`src/rtl/decoder_pkg.sv`:
```
// -----------------------------------------------------------------------------
// decoder_pkg
//   Shared constants and helpers for the registered one-hot decoder pipeline.
//   DEC_MAX_SEL_W bounds the select width every decoder in this slice may use.
//   onehot() decodes a maximum-width select into a maximum-width one-hot word.
//   Callers keep only the low (1 << SEL_W) bits of the result.
//   The FIFO entry struct is declared inside decoder_pipe.
//   A package typedef cannot follow the SEL_W parameter of a module.
// -----------------------------------------------------------------------------
package decoder_pkg;

   localparam int DEC_MAX_SEL_W = 6;
   localparam int DEC_MAX_OUT_W = 32'd1 << DEC_MAX_SEL_W;

   // One-hot decode of sel with enable; all-zero when en is low.
   function automatic logic [DEC_MAX_OUT_W-1:0] onehot(
      input logic [DEC_MAX_SEL_W-1:0] sel,
      input logic                     en
   );
      logic [DEC_MAX_OUT_W-1:0] one_s;
      one_s = {{(DEC_MAX_OUT_W-1){1'b0}}, 1'b1};
      if (en) begin
         onehot = one_s << sel;
      end else begin
         onehot = {DEC_MAX_OUT_W{1'b0}};
      end
   endfunction

endpackage

```
`src/rtl/decoder_pipe_comb.sv`:
```
// -----------------------------------------------------------------------------
// decoder_comb
//   Purely combinational SEL_W -> (1 << SEL_W) one-hot decoder with enable.
//   Ports:
//     sel_i  in  SEL_W   binary index
//     en_i   in  1       enable; 0 gives an all-zero result
//     y_o    out OUT_W   one-hot (or all-zero) decode
// -----------------------------------------------------------------------------
module decoder_comb
   import decoder_pkg::*;
#(
   parameter int SEL_W = 5
) (
   input  logic [SEL_W-1:0]            sel_i,
   input  logic                        en_i,
   output logic [(32'd1 << SEL_W)-1:0] y_o
);

   localparam int OUT_W = 32'd1 << SEL_W;

   logic [DEC_MAX_SEL_W-1:0] sel_ext_s;
   logic [DEC_MAX_OUT_W-1:0] y_full_s;
   logic                     unused_s;

   // Zero-extend the select to the package width, decode, keep the low OUT_W bits.
   always_comb begin
      sel_ext_s              = {DEC_MAX_SEL_W{1'b0}};
      sel_ext_s[SEL_W-1:0]   = sel_i;
      y_full_s               = onehot(sel_ext_s, en_i);
      y_o                    = y_full_s[OUT_W-1:0];
   end

   // The upper bits of the wide decode are zero whenever SEL_W is below the maximum.
   assign unused_s = ^y_full_s;

endmodule

```
`src/rtl/decoder_pipe.sv`:
```
// -----------------------------------------------------------------------------
// decoder_pipe
//   Registered binary-to-one-hot decoder feeding a 2-entry elastic FIFO.
//   There is a valid/ready handshake on the input side and on the output side.
//   The decode happens at push time and is stored, so y_o comes from storage flops.
//   y_o is gated to zero while the buffer is empty.
//   Configuration macro: DECODER_ZERO_MASK_EN
//     When defined, the stored y[0] is always 0 (x0 write suppression).
//     sel_o still echoes the select value.
//   Ports:
//     clk_i        in   1      clock, rising edge
//     rst_i        in   1      synchronous active-high reset
//     in_valid_i   in   1      request present on sel_i/en_i
//     in_ready_o   out  1      buffer has room this cycle
//     sel_i        in   SEL_W  index to decode
//     en_i         in   1      decode enable
//     out_valid_o  out  1      result present
//     out_ready_i  in   1      consumer takes result this cycle
//     y_o          out  OUT_W  one-hot result
//     sel_o        out  SEL_W  select that produced y_o
//     occ_o        out  2      occupancy 0..2
// -----------------------------------------------------------------------------
module decoder_pipe
   import decoder_pkg::*;
#(
   parameter int SEL_W = 5
) (
   input  logic                        clk_i,
   input  logic                        rst_i,
   input  logic                        in_valid_i,
   output logic                        in_ready_o,
   input  logic [SEL_W-1:0]            sel_i,
   input  logic                        en_i,
   output logic                        out_valid_o,
   input  logic                        out_ready_i,
   output logic [(32'd1 << SEL_W)-1:0] y_o,
   output logic [SEL_W-1:0]            sel_o,
   output logic [1:0]                  occ_o
);

   localparam int OUT_W = 32'd1 << SEL_W;

   typedef struct packed {
      logic [SEL_W-1:0] sel;
      logic [OUT_W-1:0] y;
   } entry_t;

   entry_t           mem_q [2];
   entry_t           mem_d [2];
   logic             wr_ptr_q, wr_ptr_d;
   logic             rd_ptr_q, rd_ptr_d;
   logic [1:0]       count_q, count_d;

   logic [OUT_W-1:0] y_dec_s;
   entry_t           entry_new_s;
   logic             push_s;
   logic             pop_s;

   decoder_comb #(.SEL_W(SEL_W)) u_dec (
      .sel_i (sel_i),
      .en_i  (en_i),
      .y_o   (y_dec_s)
   );

   assign in_ready_o  = (count_q != 2'd2);
   assign out_valid_o = (count_q != 2'd0);
   assign occ_o       = count_q;
   assign push_s      = in_valid_i & in_ready_o;
   assign pop_s       = out_valid_o & out_ready_i;

   // Build the entry to store, applying the optional bit-0 mask.
   always_comb begin
      entry_new_s.sel = sel_i;
      entry_new_s.y   = y_dec_s;
`ifdef DECODER_ZERO_MASK_EN
      entry_new_s.y[0] = 1'b0;
`else
      entry_new_s.y[0] = y_dec_s[0];
`endif
   end

   // Next-state for storage, pointers and count.
   always_comb begin
      mem_d    = mem_q;
      wr_ptr_d = wr_ptr_q;
      rd_ptr_d = rd_ptr_q;
      count_d  = count_q;
      if (push_s) begin
         mem_d[wr_ptr_q] = entry_new_s;
         wr_ptr_d        = wr_ptr_q + 1'b1;
      end else begin
         wr_ptr_d        = wr_ptr_q;
      end
      if (pop_s) begin
         rd_ptr_d = rd_ptr_q + 1'b1;
      end else begin
         rd_ptr_d = rd_ptr_q;
      end
      case ({push_s, pop_s})
         2'b10:   count_d = count_q + 2'd1;
         2'b01:   count_d = count_q - 2'd1;
         default: count_d = count_q;
      endcase
   end

   // State registers with synchronous reset that flushes the buffer.
   always_ff @(posedge clk_i) begin
      if (rst_i) begin
         for (int i = 0; i < 2; i++) begin
            mem_q[i] <= '{sel: {SEL_W{1'b0}}, y: {OUT_W{1'b0}}};
         end
         wr_ptr_q <= 1'b0;
         rd_ptr_q <= 1'b0;
         count_q  <= 2'd0;
      end else begin
         mem_q    <= mem_d;
         wr_ptr_q <= wr_ptr_d;
         rd_ptr_q <= rd_ptr_d;
         count_q  <= count_d;
      end
   end

   // Present the head entry only while the buffer holds something.
   always_comb begin
      if (out_valid_o) begin
         y_o   = mem_q[rd_ptr_q].y;
         sel_o = mem_q[rd_ptr_q].sel;
      end else begin
         y_o   = {OUT_W{1'b0}};
         sel_o = {SEL_W{1'b0}};
      end
   end

endmodule

```
`config.mk`:
```
export PLATFORM = sky130hd
export DESIGN_NAME = decoder_pipe
export DESIGN_NICKNAME = d
export VERILOG_FILES = /design/src/rtl/decoder_pkg.sv /design/src/rtl/decoder_pipe_comb.sv /design/src/rtl/decoder_pipe.sv
export SDC_FILE = /design/constraint.sdc
export NUM_CORES = 1
export LEC_CHECK = 0
export BUFFER_PORTS_ARGS = -buffer_cell sky130_fd_sc_hd__buf_4
export CAP_MARGIN = 10
export CORE_ASPECT_RATIO = 0.8
export CORE_MARGIN = 4
export CORE_UTILIZATION = 60
export CTS_CLUSTER_SIZE = 20
export DETAILED_ROUTE_END_ITERATION = 8
export GPL_ROUTABILITY_DRIVEN = 1
export GPL_TIMING_DRIVEN = 0
export PLACE_DENSITY = 0.82
export SKIP_LAST_GASP = 1
export SLEW_MARGIN = 5
export SYNTH_ARGS = -nofsm -noshare
export SYNTH_HDL_FRONTEND = slang
export SYNTH_HIERARCHICAL = 1
export SYNTH_SLANG_ARGS = --single-unit
```
`constraint.sdc`:
```
create_clock -name clk_i -period 2.2 [get_ports clk_i]
set_input_delay 0.22 -clock clk_i [delete_from_list [all_inputs] [get_ports clk_i]]
set_output_delay 0.22 -clock clk_i [all_outputs]
set_load 0.05 [all_outputs]
```
==> impl_metrics.prom, run 1 <==
# TYPE chip_impl_metric gauge
chip_impl_metric{name="worst_hold_path.num_cells",unit=""} 3
chip_impl_metric{name="clock_input_transition_at_the_sequential_cells_of_the_worst_setup_and_hold_paths",unit="ns"} 0.08
chip_impl_metric{name="die_width",unit="um"} 99.9
chip_impl_metric{name="final_core_utilization",unit="%"} 73.4
chip_impl_metric{name="gp_congestion",unit=""} 0.854
chip_impl_metric{name="clock_insertion_delay_worst_skew",unit="ns"} 0.35
chip_impl_info{name="cts_tree",value="built"} 1
chip_impl_metric{name="worstPathRequired",unit="ns"} 1.98
chip_impl_metric{name="floorplan.initialDensity",unit="%"} 62.6
chip_impl_metric{name="tns",unit="ns"} 0
chip_impl_info{name="timing.critical_path.cells",value="nor2_1 > buf_2 > buf_2 > nor2_1 > buf_4"} 1
chip_impl_metric{name="p_sw_share",unit="%"} 37.9
chip_impl_metric{name="clockBufferDepth",unit=""} 2
chip_impl_metric{name="synth-seq-cells",unit=""} 78
chip_impl_metric{name="grt_start_max_net_pins",unit=""} 13
chip_impl_metric{name="final_min_period_over_clock_period",unit="%"} 96.2
chip_impl_metric{name="via_count_of_the_first_global_routing_pass",unit=""} 3436
chip_impl_info{name="critical_path.slowest_cell",value="sky130_fd_sc_hd__dfxtp_1"} 1
chip_impl_info{name="worst_hold_path_type",value="input port to register"} 1
chip_impl_metric{name="power.net_switching",unit="W"} 0.00158
chip_impl_info{name="status",value="complete, no violations"} 1
chip_impl_metric{name="setup_viol",unit=""} 0
chip_impl_metric{name="final_antenna_net_count",unit=""} 0
chip_impl_metric{name="post-cts-setup-buffers",unit=""} 0
chip_impl_metric{name="die_h",unit="um"} 81.5
chip_impl_metric{name="seq_power_share",unit="%"} 36.3
chip_impl_metric{name="route.final.wire_length",unit="mm"} 10.5
chip_impl_metric{name="pwr-share-comb",unit="%"} 34.8
chip_impl_metric{name="area.growth.synth_to_final",unit="%"} 17.3
chip_impl_metric{name="cts_hold_buf",unit=""} 0
chip_impl_metric{name="timing.fmax",unit="MHz"} 472
chip_impl_metric{name="grt_overflow",unit=""} 0
chip_impl_metric{name="finalCriticalPeriod",unit="ns"} 2.12
chip_impl_metric{name="power.clock.fraction",unit="%"} 28.8
chip_impl_info{name="cts_root_buf",value="sky130_fd_sc_hd__clkbuf_8"} 1
chip_impl_metric{name="crit_path_max_incr_delay",unit="ns"} 0.40
chip_impl_metric{name="yosysWarningCount",unit=""} 6
chip_impl_metric{name="coreArea",unit="um2"} 6470
chip_impl_metric{name="count_of_final_max_slew_check_failures",unit=""} 0
chip_impl_metric{name="global_route_wire_length_before_repair",unit="mm"} 17.1
chip_impl_metric{name="netlist_instances",unit=""} 480
chip_impl_metric{name="drt-pass1-iter-count",unit=""} 5
chip_impl_metric{name="ir_drop",unit="V"} 0.000558
chip_impl_metric{name="dieArea",unit="um2"} 8140
chip_impl_info{name="worstSetupPathType",value="register to output pin"} 1
chip_impl_metric{name="avgRoutedWirePerCell",unit="um"} 16.8
chip_impl_metric{name="io_pins",unit=""} 51
chip_impl_metric{name="final_layout_size_suffix_gt1_share",unit="%"} 15.1
chip_impl_metric{name="relSlewSlack",unit="%"} 58.2
chip_impl_metric{name="worst-path-max-fanout",unit=""} 10
chip_impl_metric{name="r2r_cells",unit=""} 6
chip_impl_metric{name="power_report.internal_total",unit="W"} 0.00259
chip_impl_metric{name="hold_violations",unit=""} 0
chip_impl_metric{name="number_of_drc_markers_after_the_initial_detailed_route_iteration",unit=""} 293
chip_impl_metric{name="antenna_found_initial",unit=""} 0
chip_impl_metric{name="cts_sinks",unit=""} 78
chip_impl_metric{name="fin_nets",unit=""} 551
chip_impl_metric{name="placement_rows",unit=""} 26
chip_impl_metric{name="synth.avg_cell_area",unit="um2"} 8.44
chip_impl_metric{name="diodes",unit=""} 0
chip_impl_metric{name="tightest_slew",unit="ns"} 0.627
chip_impl_metric{name="p_per_area",unit="nW/um2"} 878
chip_impl_info{name="crit_path_end_kind",value="output pin"} 1
chip_impl_metric{name="drt-vias-per-instance",unit=""} 5.64
chip_impl_metric{name="worstPathArrival",unit="ns"} 1.90
chip_impl_metric{name="cts-buffers-inserted",unit=""} 9
chip_impl_metric{name="buffer_ports.inserted",unit=""} 49
chip_impl_info{name="layout_common_cells",value="sky130_fd_sc_hd__nand2b_1 (78), sky130_fd_sc_hd__dfxtp_1 (78), sky130_fd_sc_hd__mux2i_1 (74), sky130_fd_sc_hd__nor2_1 (72), sky130_fd_sc_hd__o21ai_0 (71)"} 1
chip_impl_info{name="grt_setup_unrepaired",value="false"} 1
chip_impl_metric{name="share_of_the_yosys_chip_area_belonging_to_registers",unit="%"} 38.5
chip_impl_metric{name="max_cap_viol_count",unit=""} 0
chip_impl_metric{name="syn-cell-area",unit="um2"} 4050
chip_impl_metric{name="groute.usage.overall",unit="%"} 27.0
chip_impl_metric{name="hpwl_dp",unit="mm"} 7.20
chip_impl_metric{name="detail_route.drc_violations",unit=""} 0
chip_impl_metric{name="power.static_leakage",unit="nW"} 1.72
chip_impl_metric{name="postSynthNetCount",unit=""} 491
chip_impl_metric{name="synthDistinctLibCells",unit=""} 28
chip_impl_info{name="startpoint_type",value="register"} 1
chip_impl_metric{name="route.vias.total",unit=""} 3543
chip_impl_metric{name="htree_num_levels",unit=""} 3
chip_impl_metric{name="fin_skew",unit="ns"} 0.00481
synth_stat cells, drive strengths merged:
cell type  instances  share of area [%]
nor2              72                6.7
a21oi              2               0.25
nand4              1               0.15
or2                1               0.15
dfxtp             78                 39
inv                4               0.37
o21ai             77                9.5
ha                 1               0.31
mux2i             74                 18
nand2              2               0.19
nand3              1               0.12
xor2               2               0.43
nand4bb            3               0.83
and3               1               0.15
nand2b            78                 12
nor2b             38                6.1
clkbuf            26                2.4
nand4b             3               0.65
or4b               1               0.34
xnor2              1               0.22
buf               13                2.2
or3                1               0.15
sequential cells by signal (all words and copies together), names as in the netlist:
register and count:
wr_ptr_q 1, rd_ptr_q 1, mem_q 74, occ_o 2
path summary, 6_finish.rpt:
path,from,end,slack [ns]
hold reg to reg,mem_q[11],mem_q[11],0.47
setup reg to reg,occ_o[1],mem_q[48],0.51
setup / recovery,occ_o[0],y_o[17],0.08
hold / removal,sel_i[2],mem_q[34],0.18
cells by family (layout without fill, tap and decap cells):
kind of cell / after synthesis / after routing / synth area share, %
adders and majority gates: 1 / 1 / 0.309
buffers and inverters: 43 / 107 / 4.97
xor gates and xnor gates: 3 / 3 / 0.648
DFF: 78 / 78 / 38.5
and+or+nand+nor: 202 / 202 / 27.5
AOI/OAI and AO/OA: 79 / 79 / 9.76
muxes: 74 / 74 / 18.3
per-layer routing:
metal / global-route usage, % / routed length (um) / up-vias / share of wire (%)
met5: 0 / 0 / - / 0
met2: 44.9 / 4980 / 135 / 47
met4: 9.28 / 228 / 0 / 2.2
met3: 5.86 / 743 / 20 / 7.1
met1: 35.0 / 4590 / 1674 / 44
li1: - / - / 1714 / -
metrics by stage:
stage	cell area, um2	hold WS, ns	cells	total power [W]	setup slack, ns
2_1_floorplan	4050	0.387	480	0.00251	0.0743
3_3_place_gp	4530	0.458	613	0.00294	0.208
3_5_place_dp	4530	0.462	613	0.00296	0.198
4_1_cts	4750	0.180	628	0.00415	0.0126
5_1_grt	4750	0.224	628	0.00433	0.00514
6_report	4750	0.182	628	0.00418	0.0830
power by group through the flow:
stage	registers (W)	logic (W)	clock network, W
after global routing	0.00153	0.00153	0.00127
after global placement	0.00155	0.00140	0
final	0.00152	0.00145	0.00120
after detailed placement	0.00155	0.00141	0
after CTS	0.00152	0.00142	0.00121
after floorplan	0.00160	0.000909	0
timing repair:
| action | in CTS | in global routing |
|---|---|---|
| endpoints found under the setup margin | 20 | 16 |
| cloned | 0 | 0 |
| gates resized for setup | 2 | 2 |
critical path, delay by kind of cell (launching register included):
kind / cells / cell delay [ns]
AND/OR/NAND/NOR: 2 / 0.29
buffers and inverters: 3 / 0.85
flip-flops: 1 / 0.40
layout make-up:
type	count	area, um2
tap	84	105
clock buffer	11	151
buffer	39	194
clock inverter	4	70.1
inverter	4	15.0
multi-input combinational	359	2290
fill	513	1720
sequential	78	1560
timing repair buffer	49	368
(Power assumes the default switching activity.)
==> run 2, diff against run 1 <==
Settings changed: ABC_AREA set to 1, PLACE_DENSITY 0.82 to 0.81.
==> run 2 against run 1 <==
  * Total power increased by 34%
  * Synthesized cell count up 62%
  * Clock power about the same
  * Register-to-register slack worse by 0.04 ns
  * Routed wire length rose by 29%
  * First-iteration DRC count up 53%
  * Sequential power grew 11%
  * Sequential cell count unchanged
==> impl_metrics.prom, run 2 <==
# TYPE chip_impl_metric gauge
chip_impl_metric{name="area.growth.synth_to_final",unit="%"} 18.7
chip_impl_metric{name="synth-seq-cells",unit=""} 78
chip_impl_metric{name="whs",unit="ns"} 0.0334
chip_impl_metric{name="worst-path-max-fanout",unit=""} 10
chip_impl_metric{name="drt-pass1-iter-count",unit=""} 6
chip_impl_metric{name="placement_rows",unit=""} 28
chip_impl_metric{name="clock_insertion_delay_worst_skew",unit="ns"} 0.36
chip_impl_metric{name="post-cts-setup-buffers",unit=""} 0
chip_impl_metric{name="final_critical_path_setup_slack",unit="ns"} 0.101
chip_impl_metric{name="worstPathRequired",unit="ns"} 1.98
chip_impl_info{name="cts_tree",value="built"} 1
chip_impl_info{name="critical_path.slowest_cell",value="sky130_fd_sc_hd__clkbuf_2"} 1
chip_impl_metric{name="postLayoutCellArea",unit="um2"} 5430
chip_impl_metric{name="final_antenna_net_count",unit=""} 0
chip_impl_metric{name="final_layout_size_suffix_gt1_share",unit="%"} 15.4
chip_impl_metric{name="syn-cell-area",unit="um2"} 4570
chip_impl_info{name="mostFrequentLayoutCell",value="sky130_fd_sc_hd__inv_1"} 1
chip_impl_metric{name="power.net_switching",unit="W"} 0.00260
chip_impl_metric{name="synthDistinctLibCells",unit=""} 19
chip_impl_info{name="register_with_the_highest_flop_count",value="mem_q"} 1
chip_impl_metric{name="crit_path_max_incr_delay",unit="ns"} 0.54
chip_impl_metric{name="post-synth-top-area-fraction",unit="%"} 34.2
chip_impl_metric{name="via_count_of_the_first_global_routing_pass",unit=""} 4961
chip_impl_metric{name="setup_viol",unit=""} 0
chip_impl_metric{name="share_of_the_yosys_chip_area_belonging_to_registers",unit="%"} 34.2
chip_impl_metric{name="grt.met2_usage",unit="%"} 52.1
chip_impl_metric{name="timing.critical_path.buf_inv",unit=""} 3
chip_impl_metric{name="coreArea",unit="um2"} 7390
chip_impl_metric{name="fillerInstances",unit=""} 640
chip_impl_metric{name="number_of_drc_markers_after_the_initial_detailed_route_iteration",unit=""} 448
chip_impl_metric{name="diodes",unit=""} 0
chip_impl_metric{name="route.final.wire_length",unit="mm"} 13.5
chip_impl_metric{name="synth_enable_flop_cells",unit=""} 0
chip_impl_metric{name="synth-async-reset-ratio",unit="%"} 0
chip_impl_metric{name="cts-buffers-inserted",unit=""} 9
chip_impl_metric{name="count_of_final_max_slew_check_failures",unit=""} 0
chip_impl_metric{name="yosysWarningCount",unit=""} 6
chip_impl_metric{name="hpwl_dp",unit="mm"} 9.81
chip_impl_metric{name="detail_route.drc_violations",unit=""} 0
chip_impl_info{name="layout_common_cells",value="sky130_fd_sc_hd__inv_1 (189), sky130_fd_sc_hd__nand2_1 (158), sky130_fd_sc_hd__nor2_1 (115), sky130_fd_sc_hd__nand4_1 (79), sky130_fd_sc_hd__dfxtp_1 (76)"} 1
chip_impl_info{name="postSynth.topFlopCell",value="sky130_fd_sc_hd__dfxtp_1"} 1
chip_impl_info{name="worst_hold_path_type",value="input port to register"} 1
chip_impl_metric{name="die_width",unit="um"} 106
chip_impl_metric{name="placement.setup.worst_slack",unit="ns"} 0.0942
chip_impl_metric{name="htree_num_levels",unit=""} 3
chip_impl_info{name="synth.top_cells.by_count",value="sky130_fd_sc_hd__inv_1 (189), sky130_fd_sc_hd__nand2_1 (158), sky130_fd_sc_hd__nor2_1 (115)"} 1
chip_impl_metric{name="p_per_area",unit="nW/um2"} 1030
chip_impl_metric{name="final_min_period_over_clock_period",unit="%"} 95.4
chip_impl_metric{name="place_inst",unit=""} 932
chip_impl_metric{name="final_core_utilization",unit="%"} 73.4
chip_impl_metric{name="tightest_slew",unit="ns"} 0.593
chip_impl_metric{name="drt-vias-per-instance",unit=""} 5.27
chip_impl_metric{name="ir_drop",unit="V"} 0.000632
chip_impl_metric{name="die_h",unit="um"} 86.1
chip_impl_metric{name="fin_nets",unit=""} 849
chip_impl_metric{name="route.vias.total",unit=""} 4999
chip_impl_info{name="netlist.top_cell.by_area",value="sky130_fd_sc_hd__dfxtp_1"} 1
chip_impl_metric{name="hold_violations",unit=""} 0
chip_impl_metric{name="worstPathArrival",unit="ns"} 1.88
chip_impl_metric{name="floorplan.initialDensity",unit="%"} 61.8
chip_impl_metric{name="postSynthNetCount",unit=""} 789
chip_impl_info{name="cpLargestDelayFamily",value="buffers and inverters"} 1
chip_impl_metric{name="power_report.internal_total",unit="W"} 0.00298
chip_impl_metric{name="grt_overflow",unit=""} 0
chip_impl_metric{name="groute.usage.overall",unit="%"} 31.3
chip_impl_info{name="status",value="complete, no violations"} 1
chip_impl_info{name="crit_path_end_kind",value="output pin"} 1
chip_impl_metric{name="largest_register_ffs",unit=""} 74
chip_impl_metric{name="io_pins",unit=""} 51
chip_impl_metric{name="seq_power_share",unit="%"} 30.4
chip_impl_metric{name="max_cap_viol_count",unit=""} 0
chip_impl_metric{name="gp_congestion",unit=""} 0.958
chip_impl_metric{name="timing.fmax",unit="MHz"} 477
chip_impl_info{name="cts_root_buf",value="sky130_fd_sc_hd__clkbuf_8"} 1
chip_impl_metric{name="relSlewSlack",unit="%"} 60.5
chip_impl_metric{name="fin_skew",unit="ns"} 0.00698
chip_impl_info{name="grt_setup_unrepaired",value="false"} 1
chip_impl_info{name="timing.critical_path.cells",value="buf_2 > clkbuf_2 > a21oi_4 > buf_4"} 1
chip_impl_info{name="grt_most_used_layer",value="met2"} 1
chip_impl_metric{name="cts_sinks",unit=""} 78
chip_impl_metric{name="finalCriticalPeriod",unit="ns"} 2.10
chip_impl_metric{name="netlist_instances",unit=""} 778
chip_impl_info{name="startpoint_type",value="register"} 1
chip_impl_metric{name="stdcell_count",unit=""} 948
chip_impl_metric{name="avgRoutedWirePerCell",unit="um"} 14.3
chip_impl_metric{name="power.static_leakage",unit="nW"} 2.71
chip_impl_metric{name="grt.met1_usage",unit="%"} 39.4
chip_impl_metric{name="grt_start_max_net_pins",unit=""} 14
chip_impl_metric{name="power.clock.fraction",unit="%"} 20.9
chip_impl_info{name="synth.most_common_cell",value="sky130_fd_sc_hd__inv_1"} 1
chip_impl_metric{name="buffer_ports.inserted",unit=""} 49
chip_impl_metric{name="clock_input_transition_at_the_sequential_cells_of_the_worst_setup_and_hold_paths",unit="ns"} 0.09
chip_impl_metric{name="antenna_found_initial",unit=""} 0
chip_impl_metric{name="dieArea",unit="um2"} 9090
chip_impl_info{name="worstSetupPathType",value="register to output pin"} 1
chip_impl_info{name="netlist_top_cells_area",value="sky130_fd_sc_hd__dfxtp_1 (34%), sky130_fd_sc_hd__inv_1 (16%), sky130_fd_sc_hd__nand2_1 (13%)"} 1
chip_impl_metric{name="global_route_wire_length_before_repair",unit="mm"} 22.9
chip_impl_metric{name="placement.cell_area",unit="um2"} 5200
chip_impl_metric{name="synth.avg_cell_area",unit="um2"} 5.88
chip_impl_metric{name="p_sw_share",unit="%"} 46.6
chip_impl_metric{name="cts_hold_buf",unit=""} 0
chip_impl_metric{name="clockBufferDepth",unit=""} 2
chip_impl_metric{name="pwr-share-comb",unit="%"} 48.7
chip_impl_metric{name="grtUsageMet3",unit="%"} 5.79
-- run 2: cell count changes after synthesis, moves of 33 or more --
cell,change
sky130_fd_sc_hd__inv_1,+186
sky130_fd_sc_hd__mux2i_1,-74
sky130_fd_sc_hd__nand2_1,+156
sky130_fd_sc_hd__nor2b_1,-37
sky130_fd_sc_hd__nand4_1,+78
sky130_fd_sc_hd__o21ai_0,-33
sky130_fd_sc_hd__nor2_1,+43
sky130_fd_sc_hd__a21oi_1,+37
sky130_fd_sc_hd__nand2b_1,-78
-- run 2: metrics by stage --
step	setup TNS (ns)	total power (W)
after floorplan	-0.0208	0.00364
after global placement	0	0.00431
after detailed placement	0	0.00437
after CTS	0	0.00553
after global routing	0	0.00589
final	0	0.00558
-- run 2: logic make-up (layout without fill, tap and decap cells) --
| family | count (synthesis) | in the layout | share of synthesized area (%) |
|---|---|---|---|
| compound gates | 77 | 77 | 8.43 |
| fa+ha+maj | 1 | 1 | 0.274 |
| buf+inv | 253 | 318 | 21.9 |
| flops | 78 | 78 | 34.2 |
| simple gates | 369 | 369 | 35.3 |
-- run 2: path summary, 6_finish.rpt --
check                           slack, ns       from  depth (start not counted)         to
worst max-delay path                 0.10   rd_ptr_q                          4   sel_o[1]
worst min-delay path                 0.03      rst_i                          2   wr_ptr_q
worst max register to register       0.47   occ_o[0]                         10   occ_o[1]
worst min register to register       0.51  mem_q[49]                          4  mem_q[49]
-- run 2: area by class of cell --
type / instances / area (um2) / share of cell area (%)
sequential: 78 / 1560 / 28.8
tap: 105 / 131 / 2.42
clock inverter: 4 / 53.8 / 0.991
inverter: 197 / 739 / 13.6
timing repair buffer: 49 / 368 / 6.78
clock buffer: 12 / 155 / 2.86
buffer: 56 / 274 / 5.05
multi-input combinational: 447 / 2140 / 39.5
-- run 2: metal layers --
metal  share of wire [%]  up-vias
li1                    -     2475
met1                  44     2233
met2                  45      247
met3                 7.9       44
met4                 3.2        0
met5                   0        -
-- run 2: power by group through the flow --
stage	Combinational (W)	Clock, W	Sequential (W)
2_1_floorplan	0.00190	0	0.00174
3_3_place_gp	0.00260	0	0.00171
3_5_place_dp	0.00265	0	0.00172
4_1_cts	0.00268	0.00116	0.00169
5_1_grt	0.00295	0.00122	0.00171
6_report	0.00272	0.00117	0.00169
-- run 2: repair_timing --
item | 4_1_cts | 5_1_grt
resized for setup | 5 | 8
endpoints found under the setup margin | 20 | 28
pin swaps | 0 | 0
==> run 3, diff against run 2 <==
Settings changed: SETUP_SLACK_MARGIN set to 0.4.
Clock period 2.2 ns to 2.6 ns, I/O delays scaled along.
==> run 3 against run 2 <==
  * Critical path depth stayed put
  * First-iteration DRC count is 28% higher
  * Design area is 0.44% higher
  * Clock power is 22% lower
  * Setup slack better by 0.36 ns
  * Critical endpoint is now sel_o[2]
  * Non-clock buffer count stayed put
  * Register-to-register slack better by 0.39 ns
==> impl_metrics.prom, run 3 (synthesized netlist as in run 2, its figures left out) <==
# TYPE chip_impl_metric gauge
chip_impl_info{name="status",value="complete, no violations"} 1
chip_impl_metric{name="tightest_slew",unit="ns"} 0.611
chip_impl_metric{name="hold_violations",unit=""} 0
chip_impl_metric{name="clockBufferDepth",unit=""} 2
chip_impl_info{name="crit_path_end_kind",value="output pin"} 1
chip_impl_metric{name="grt_overflow",unit=""} 0
chip_impl_info{name="critical_path.slowest_cell",value="sky130_fd_sc_hd__clkbuf_2"} 1
chip_impl_info{name="layout_common_cells",value="sky130_fd_sc_hd__inv_1 (189), sky130_fd_sc_hd__nand2_1 (158), sky130_fd_sc_hd__nor2_1 (115), sky130_fd_sc_hd__nand4_1 (79), sky130_fd_sc_hd__dfxtp_1 (76)"} 1
chip_impl_metric{name="stdcell_count",unit=""} 947
chip_impl_metric{name="timing.fmax",unit="MHz"} 469
chip_impl_metric{name="whs",unit="ns"} 0.0977
chip_impl_metric{name="hpwl_dp",unit="mm"} 10.0
chip_impl_metric{name="cts-buffers-inserted",unit=""} 9
chip_impl_metric{name="ir_drop",unit="V"} 0.000595
chip_impl_metric{name="worst_hold_path.num_cells",unit=""} 2
chip_impl_metric{name="placement.cell_area",unit="um2"} 5240
chip_impl_metric{name="final_antenna_net_count",unit=""} 0
chip_impl_metric{name="die_width",unit="um"} 106
chip_impl_metric{name="detail_route.drc_violations",unit=""} 0
chip_impl_info{name="cts_tree",value="built"} 1
chip_impl_metric{name="finalCriticalPeriod",unit="ns"} 2.13
chip_impl_metric{name="count_of_final_max_slew_check_failures",unit=""} 0
chip_impl_metric{name="grt_start_max_net_pins",unit=""} 13
chip_impl_metric{name="fin_nets",unit=""} 849
chip_impl_metric{name="dieArea",unit="um2"} 9090
chip_impl_metric{name="p_per_area",unit="nW/um2"} 860
chip_impl_metric{name="largest_register_ffs",unit=""} 74
chip_impl_info{name="r2r_end",value="occ_o[1]"} 1
chip_impl_metric{name="place_inst",unit=""} 932
chip_impl_metric{name="setup_viol",unit=""} 0
chip_impl_metric{name="post-cts-setup-buffers",unit=""} 0
chip_impl_metric{name="timing.critical_path.buf_inv",unit=""} 3
chip_impl_info{name="hold-path-endpoint",value="wr_ptr_q"} 1
chip_impl_metric{name="final_min_period_over_clock_period",unit="%"} 82.1
chip_impl_metric{name="drt-pass1-iter-count",unit=""} 6
chip_impl_metric{name="route.final.wire_length",unit="mm"} 13.7
chip_impl_metric{name="worstPathArrival",unit="ns"} 1.87
chip_impl_info{name="mostFrequentLayoutCell",value="sky130_fd_sc_hd__inv_1"} 1
chip_impl_metric{name="gp_congestion",unit=""} 0.974
chip_impl_metric{name="r2r_cells",unit=""} 10
chip_impl_metric{name="htree_num_levels",unit=""} 3
chip_impl_info{name="register_with_the_highest_flop_count",value="mem_q"} 1
chip_impl_info{name="worst_hold_path_type",value="input port to register"} 1
chip_impl_metric{name="relSlewSlack",unit="%"} 59.2
chip_impl_info{name="cts_root_buf",value="sky130_fd_sc_hd__clkbuf_8"} 1
chip_impl_metric{name="number_of_drc_markers_after_the_initial_detailed_route_iteration",unit=""} 575
chip_impl_metric{name="cts_sinks",unit=""} 78
chip_impl_info{name="timing.critical_path.cells",value="buf_2 > clkbuf_2 > a21oi_4 > buf_4"} 1
chip_impl_metric{name="groute.usage.overall",unit="%"} 31.0
chip_impl_info{name="hold_path_startpoint",value="rst_i"} 1
chip_impl_metric{name="crit_path_max_incr_delay",unit="ns"} 0.54
chip_impl_metric{name="via_count_of_the_first_global_routing_pass",unit=""} 4766
chip_impl_metric{name="antenna_found_initial",unit=""} 0
chip_impl_metric{name="route.vias.total",unit=""} 5007
chip_impl_metric{name="worstPathRequired",unit="ns"} 2.34
chip_impl_info{name="r2r-start",value="occ_o[0]"} 1
chip_impl_metric{name="clock_insertion_delay_worst_skew",unit="ns"} 0.35
chip_impl_metric{name="clock_input_transition_at_the_sequential_cells_of_the_worst_setup_and_hold_paths",unit="ns"} 0.07
chip_impl_metric{name="fin_skew",unit="ns"} 0.00912
chip_impl_metric{name="diodes",unit=""} 0
chip_impl_metric{name="global_route_wire_length_before_repair",unit="mm"} 22.6
chip_impl_metric{name="multi_input_area",unit="um2"} 2180
chip_impl_metric{name="max_cap_viol_count",unit=""} 0
chip_impl_info{name="grt_setup_unrepaired",value="false"} 1
chip_impl_metric{name="coreArea",unit="um2"} 7390
chip_impl_metric{name="worst-path-max-fanout",unit=""} 10
chip_impl_info{name="startpoint_of_the_worst_setup_timing_path",value="rd_ptr_q"} 1
chip_impl_metric{name="die_h",unit="um"} 86.1
chip_impl_metric{name="ff_latch_area",unit="um2"} 1560
chip_impl_metric{name="fillerInstances",unit=""} 627
chip_impl_metric{name="area.growth.synth_to_final",unit="%"} 19.2
chip_impl_metric{name="io_pins",unit=""} 51
chip_impl_info{name="startpoint_type",value="register"} 1
chip_impl_info{name="cpLargestDelayFamily",value="buffers and inverters"} 1
chip_impl_metric{name="regToRegSetupSlack",unit="ns"} 0.86
chip_impl_info{name="worstSetupPathType",value="register to output pin"} 1
chip_impl_metric{name="floorplan.initialDensity",unit="%"} 61.8
chip_impl_metric{name="cts_hold_buf",unit=""} 0
chip_impl_metric{name="power.static_leakage",unit="nW"} 2.71
chip_impl_metric{name="worstSetupPathDepth",unit=""} 4
chip_impl_metric{name="tns",unit="ns"} 0
chip_impl_metric{name="drt-vias-per-instance",unit=""} 5.29
chip_impl_metric{name="buffer_ports.inserted",unit=""} 49
chip_impl_metric{name="placement_rows",unit=""} 28
chip_impl_metric{name="final_layout_size_suffix_gt1_share",unit="%"} 16.7
chip_impl_metric{name="avgRoutedWirePerCell",unit="um"} 14.5
chip_impl_metric{name="postLayoutCellArea",unit="um2"} 5450
[run 3: changes by cell type in the layout (fill, tap and decap cells not counted), sizes merged]
cell / change
clkinvlp: -1
clkbuf: -1
inv: -1
clkinv: +2
[run 3: layout make-up]
| class | instances | area share [%] |
|---|---|---|
| Buffer | 56 | 5.14 |
| Clock inverter | 4 | 0.872 |
| Tap cell | 105 | 2.41 |
| Sequential cell | 78 | 28.7 |
| Clock buffer | 11 | 2.59 |
| Inverter | 197 | 13.6 |
| Multi-Input combinational cell | 447 | 40.0 |
| Timing Repair Buffer | 49 | 6.75 |
[run 3: where the power goes]
part	leakage (nW)	total (W)	switching, W	internal [W]
Sequential	0.641	0.00143	0.0000752	0.00136
Clock	0.0952	0.000910	0.000447	0.000462
Combinational	1.98	0.00234	0.00167	0.000675
[run 3: per-stage QoR]
step | worst slack (ns) | power (W) | utilization (%)
global route | 0.401 | 0.00496 | 73.7
detailed placement | 0.411 | 0.00374 | 70.9
floorplan | 0.339 | 0.00311 | -
finish | 0.466 | 0.00469 | 73.7
global placement | 0.456 | 0.00367 | 70.9
CTS | 0.422 | 0.00466 | 73.6
[run 3: how the worst max path moves through the flow]
stage                     to  slack (ns)
floorplan           sel_o[0]        0.34
global placement    sel_o[2]        0.46
detailed placement  sel_o[2]        0.41
CTS                   y_o[1]        0.42
global route        sel_o[2]        0.40
finish              sel_o[2]        0.47
[run 3: repair_timing]
item / 4_1_cts / 5_1_grt
hold endpoints to repair: 0 / 0
endpoints found under the setup margin: 30 / 19
pin swaps: 0 / 0
gates resized for setup: 8 / 9
[run 3: layer usage]
layer	global-route usage (%)	up-vias	part of all wire (%)
met5	0	-	0
met4	11.5	0	2.7
met3	5.49	40	9.6
met2	52.0	281	46
met1	40.1	2220	42
li1	-	2466	-
